**config.mk**
```make
export PLATFORM = sky130hd
export DESIGN_NAME = keccak_rc_gen
export DESIGN_NICKNAME = d
export VERILOG_FILES = /design/src/rtl/keccak_pkg.sv /design/src/rtl/keccak_rc_step.sv /design/src/rtl/keccak_rc_gen.sv
export SDC_FILE = /design/constraint.sdc
export NUM_CORES = 1
export LEC_CHECK = 0
export CORE_MARGIN = 2
export CORE_UTILIZATION = 42
export DETAILED_ROUTE_END_ITERATION = 16
export GPL_TIMING_DRIVEN = 0
export PLACE_DENSITY = 0.83
export SETUP_SLACK_MARGIN = 0.05
export SKIP_CTS_REPAIR_TIMING = 1
export SYNTH_ARGS = -nofsm -noshare
export SYNTH_HDL_FRONTEND = slang
export SYNTH_SLANG_ARGS = --single-unit
```
**constraint.sdc**
```tcl
create_clock -name clk -period 2.1 [get_ports clk]
set_input_delay 0.315 -clock clk [delete_from_list [all_inputs] [get_ports clk]]
set_output_delay 0.315 -clock clk [all_outputs]
set_load 0.02 [all_outputs]
```
**src/rtl/keccak_pkg.sv**
```systemverilog
// Shared types, constants and LFSR helpers for
// the Keccak round-constant generator.
package keccak_pkg;

  localparam logic [7:0] LFSR_TAPS = 8'h71;
  localparam logic [7:0] LFSR_INIT = 8'h01;

  typedef enum logic [1:0] {
    IDLE,
    RUN,
    DONE
  } rc_state_t;

  function automatic int nr_default(input int w);
    return 12 + 2 * $clog2(w);
  endfunction

  function automatic logic [7:0] lfsr_step(
    input logic [7:0] s
  );
    return {s[6:0], 1'b0} ^
           (s[7] ? LFSR_TAPS : 8'h00);
  endfunction

  function automatic logic [7:0] lfsr_skip(
    input logic [7:0] s,
    input int         n
  );
    logic [7:0] t;
    t = s;
    for (int i = 0; i < n; i++) begin
      t = lfsr_step(t);
    end
    return t;
  endfunction

endpackage

```
**src/rtl/keccak_rc_step.sv**
```systemverilog
// One round worth of LFSR output: the sparse rc lane
// plus the LFSR state seven steps further on.
module keccak_rc_step
  import keccak_pkg::*;
#(
  parameter int W = 64
) (
  input  logic [7:0]   state,
  output logic [W-1:0] rc,
  output logic [7:0]   state_next
);

  localparam int L = $clog2(W);

  logic [63:0] rc_full;
  logic [7:0]  t;

  // Bit j of the LFSR stream lands on lane bit 2^j-1.
  always_comb begin
    rc_full = '0;
    t       = state;
    for (int j = 0; j < 7; j++) begin
      if (j <= L) begin
        rc_full[(1 << j) - 1] = t[0];
      end
      t = lfsr_step(t);
    end
    state_next = t;
  end

  assign rc = rc_full[W-1:0];

endmodule

```
**src/rtl/keccak_rc_gen.sv**
```systemverilog
// Sequential iota round-constant generator with
// round index and valid/last/done handshake.
module keccak_rc_gen
  import keccak_pkg::*;
#(
  parameter int W  = 64,
  parameter int NR = nr_default(W)
) (
  input  logic         clk,
  input  logic         reset_n,
  input  logic         start,
  input  logic         advance,
  output logic [W-1:0] rc,
  output logic [4:0]   round,
  output logic         valid,
  output logic         last,
  output logic         done
);

  localparam int L   = $clog2(W);
  localparam int IR0 = 12 + 2 * L - NR;

  localparam logic [7:0] SEED =
    lfsr_skip(LFSR_INIT, 7 * IR0);
  localparam logic [4:0] LAST_ROUND = 5'(NR - 1);

  rc_state_t    state;
  rc_state_t    state_n;
  logic [7:0]   lfsr;
  logic [7:0]   lfsr_n;
  logic [4:0]   round_n;
  logic [4:0]   round_inc;
  logic [W-1:0] rc_n;
  logic         valid_n;
  logic         last_n;
  logic         done_n;

  logic [7:0]   step_in;
  logic [W-1:0] step_rc;
  logic [7:0]   step_next;

  // A start always reloads from the seed.
  assign step_in   = start ? SEED : lfsr;
  assign round_inc = round + 5'd1;

  keccak_rc_step #(
    .W (W)
  ) u_step (
    .state      (step_in),
    .rc         (step_rc),
    .state_next (step_next)
  );

  // Next-state and registered-output selection.
  always_comb begin
    state_n = state;
    lfsr_n  = lfsr;
    round_n = round;
    rc_n    = rc;
    valid_n = valid;
    last_n  = last;
    done_n  = 1'b0;
    if (start) begin
      state_n = RUN;
      lfsr_n  = step_next;
      round_n = 5'd0;
      rc_n    = step_rc;
      valid_n = 1'b1;
      last_n  = (LAST_ROUND == 5'd0);
    end else begin
      unique case (state)
        IDLE: begin
        end
        RUN: begin
          if (advance) begin
            if (round == LAST_ROUND) begin
              state_n = DONE;
              round_n = 5'd0;
              rc_n    = '0;
              valid_n = 1'b0;
              last_n  = 1'b0;
              done_n  = 1'b1;
            end else begin
              lfsr_n  = step_next;
              round_n = round_inc;
              rc_n    = step_rc;
              last_n  = (round_inc == LAST_ROUND);
            end
          end
        end
        DONE: begin
          state_n = IDLE;
        end
        default: begin
          state_n = IDLE;
        end
      endcase
    end
  end

  // State and output registers.
  always_ff @(posedge clk or negedge reset_n) begin
    if (!reset_n) begin
      state <= IDLE;
      lfsr  <= LFSR_INIT;
      round <= 5'd0;
      rc    <= '0;
      valid <= 1'b0;
      last  <= 1'b0;
      done  <= 1'b0;
    end else begin
      state <= state_n;
      lfsr  <= lfsr_n;
      round <= round_n;
      rc    <= rc_n;
      valid <= valid_n;
      last  <= last_n;
      done  <= done_n;
    end
  end

endmodule
```
==> flow_metrics.tcl <==
set metrics [dict create \
    run_status "finished, final reports clean" \
    gp_congestion 0.7449 \
    htree_num_levels 1 \
    crit_end "lfsr[7]$_DFFE_PN0P_" \
    fin_crit_ns 1.823 \
    async_reset_ff_share_pct 100.0 \
    io_pins 76 \
    setup_viol 0 \
    synth.top_cell.area_share_pct 34.19 \
    ys_ff_latch 25 \
    post-dp-hpwl_um 2328 \
    cts_tree "done" \
    synth_area_leaders "dfrtp_1 (34%), buf_4 (24%), xnor2_1 (5.5%)" \
    syn_area_mm2 0.001757 \
    yosysTopAreaCell "dfrtp_1" \
    power_density_mw_per_mm2 900.6 \
    ant_nets 0 \
    clk_root_buffer_cell "clkbuf_8" \
    ir_worst_vdd_mv 0.4745 \
    viasPerCell 4.064 \
    antenna_found_initial 0 \
    synth_warnings 0 \
    tns_ns 0 \
    endpoint_kind "flop" \
    max_freq_mhz 548.5 \
    finalHoldViolCount 0 \
    cts_buffers 3 \
    placedCellCount 307 \
    cp-start-kind "input port" \
    drv_slew 0 \
    synth-edff-count 0 \
    reg2reg_from "round[0]$_DFFE_PN0P_" \
    drc 0 \
    grt_max_degree 26 \
    post_drt_wl_per_cell_um 9.984 \
    nets 268 \
    hold_class "reg -> reg" \
    die_y_um 68.67 \
    fin_skew_ns 0.003522 \
    finish.utilization_pct 56.37 \
    clk_latency_ns 0.27 \
    grt_pass1_vias 1102 \
    tightestPinTransition_ns 1.101 \
    crit_type "in -> reg" \
    antennaDiodeCount 0 \
    instances_no_fill 311 \
    grt_pass1_wl_um 5057 \
    ys_seq_area_share_pct 35.68 \
    cts_buffer_depth 2 \
    final_layout_size_suffix_gt1_share_pct 29.12 \
    vias 1264 \
    cp.required_ns 2.26 \
    netlist_instances 183 \
    area_delta_synth_final_pct 28.35 \
    crit_arrival_ns 1.98 \
    leakage_nw 1.151 \
    min_period_over_period_pct 86.82 \
    synth.distinct_cells 40 \
    first_pass_iters 4 \
    start_util_pct 43.92 \
    timing.critical_path.from "advance" \
    whs_ns 0.4828 \
    io_buffers 18 \
    rsz0062_at_grt "no" \
    fp.coreArea_mm2 0.004000 \
    grt_remaining_overflow 0 \
    ff2ff_path_depth 5 \
    layout_common_cells "buf_4 (57), conb_1 (57), dfrtp_1 (24)" \
    die-area_mm2 0.004716 \
    clk_pin_slew_worst_paths_ns 0.08 \
    relSlewSlack_pct 26.38 \
    timing.rr.end "lfsr[4]$_DFFE_PN0P_" \
    p_total_mw 2.031 \
    die_w_um 68.67 \
    drt_iter0_markers 45 \
    rrSetupSlack_ns 0.33 \
    routed_wirelength_um 3105 \
    synth_flop_cell "dfrtp_1" \
    worstPathMaxFanout 10 \
    num_rows 23 \
    cts.sinks 25 \
    maxCapViolCount 0 \
    syn_area_per_cell_um2 9.599 \
    global_route.usage.total_pct 14.37 \
]
==> flip-flops by register name, indices dropped and copies added, names as in the netlist <==
register / count
valid: 1
state: 2
rc: 7
last: 1
done: 1
round: 5
lfsr: 8
==> metrics by stage <==
| step | worst slack, ns | instance area (um2) |
|---|---|---|
| after floorplan | 0.4249 | 1967 |
| after global placement | 0.02746 | 2210 |
| after global routing | 0.1560 | 2255 |
| after CTS | 0.2954 | 2255 |
| final | 0.2768 | 2255 |
| after detailed placement | 0.01072 | 2210 |
==> kinds of logic (layout without fill, tap and decap cells) <==
group / Yosys count / after routing / synth area share, %
AOI/OAI and AO/OA: 25 / 25 / 9.259
DFF: 25 / 25 / 35.68
xor gates and xnor gates: 16 / 16 / 10.83
adders and majority gates: 2 / 2 / 1.424
buffers and inverters: 65 / 87 / 26.57
other: 1 / 57 / 0.2135
and+or+nand+nor: 49 / 49 / 16.03
==> metal layers <==
layer / share of wire [%] / GRT usage [%] / wire length [um] / up-vias
li1: - / - / - / 651
met1: 43 / 18.17 / 1348 / 563
met2: 49 / 24.76 / 1530 / 48
met3: 6.7 / 1.136 / 209 / 2
met4: 0.55 / 6.750 / 17 / 0
met5: 0 / 0 / 0 / -
==> how the worst min path moves through the flow <==
stage | from | end | cells past startpoint
after floorplan | reset_n | done$_DFF_PN0_ | 0
after global placement | lfsr[0]$_DFFE_PN1P_ | lfsr[0]$_DFFE_PN1P_ | 2
after detailed placement | lfsr[0]$_DFFE_PN1P_ | lfsr[0]$_DFFE_PN1P_ | 2
after CTS | lfsr[0]$_DFFE_PN1P_ | lfsr[0]$_DFFE_PN1P_ | 2
after global routing | lfsr[0]$_DFFE_PN1P_ | lfsr[0]$_DFFE_PN1P_ | 2
final | lfsr[0]$_DFFE_PN1P_ | lfsr[0]$_DFFE_PN1P_ | 2
==> area by class of cell <==
type	instances	area, um2
multi-input cells	149	873.3
inverters	3	11.26
repair buffers	18	180.2
well taps	50	62.56
plain buffers	62	455.4
fillers	361	1745
clock buffers	4	45.04
flip-flops and latches	25	626.9
==> synthesized netlist by cell type (2+ instances only) <==
| master | count |
|---|---|
| o21ai_0 | 4 |
| clkbuf_1 | 3 |
| nand3b_1 | 2 |
| nor3_1 | 5 |
| buf_4 | 57 |
| and2_1 | 2 |
| or3_1 | 2 |
| inv_1 | 3 |
| a31o_2 | 2 |
| dfrtp_1 | 24 |
| and3b_1 | 2 |
| a21oi_1 | 11 |
| xnor2_1 | 11 |
| xnor2_2 | 3 |
| xnor3_1 | 2 |
| ha_1 | 2 |
| nor2_1 | 8 |
| a22oi_1 | 2 |
| nand2_1 | 17 |
==> worst max-delay path, stage by stage <==
cell             delay [ns]
clkdlybuf4s50_1        0.52
nand3b_1               0.36
nor2_2                 0.42
and3_2                 0.29
a211oi_2               0.07
==> report_power, final <==
part | switching (mW) | internal (mW) | leakage [nW]
registers | 0.117 | 0.585 | 0.318
logic | 0.481 | 0.565 | 0.810
clock network | 0.148 | 0.136 | 0.0228
total | 0.745 | 1.29 | 1.15
Note: power is estimated with default switching activity, not from simulation.
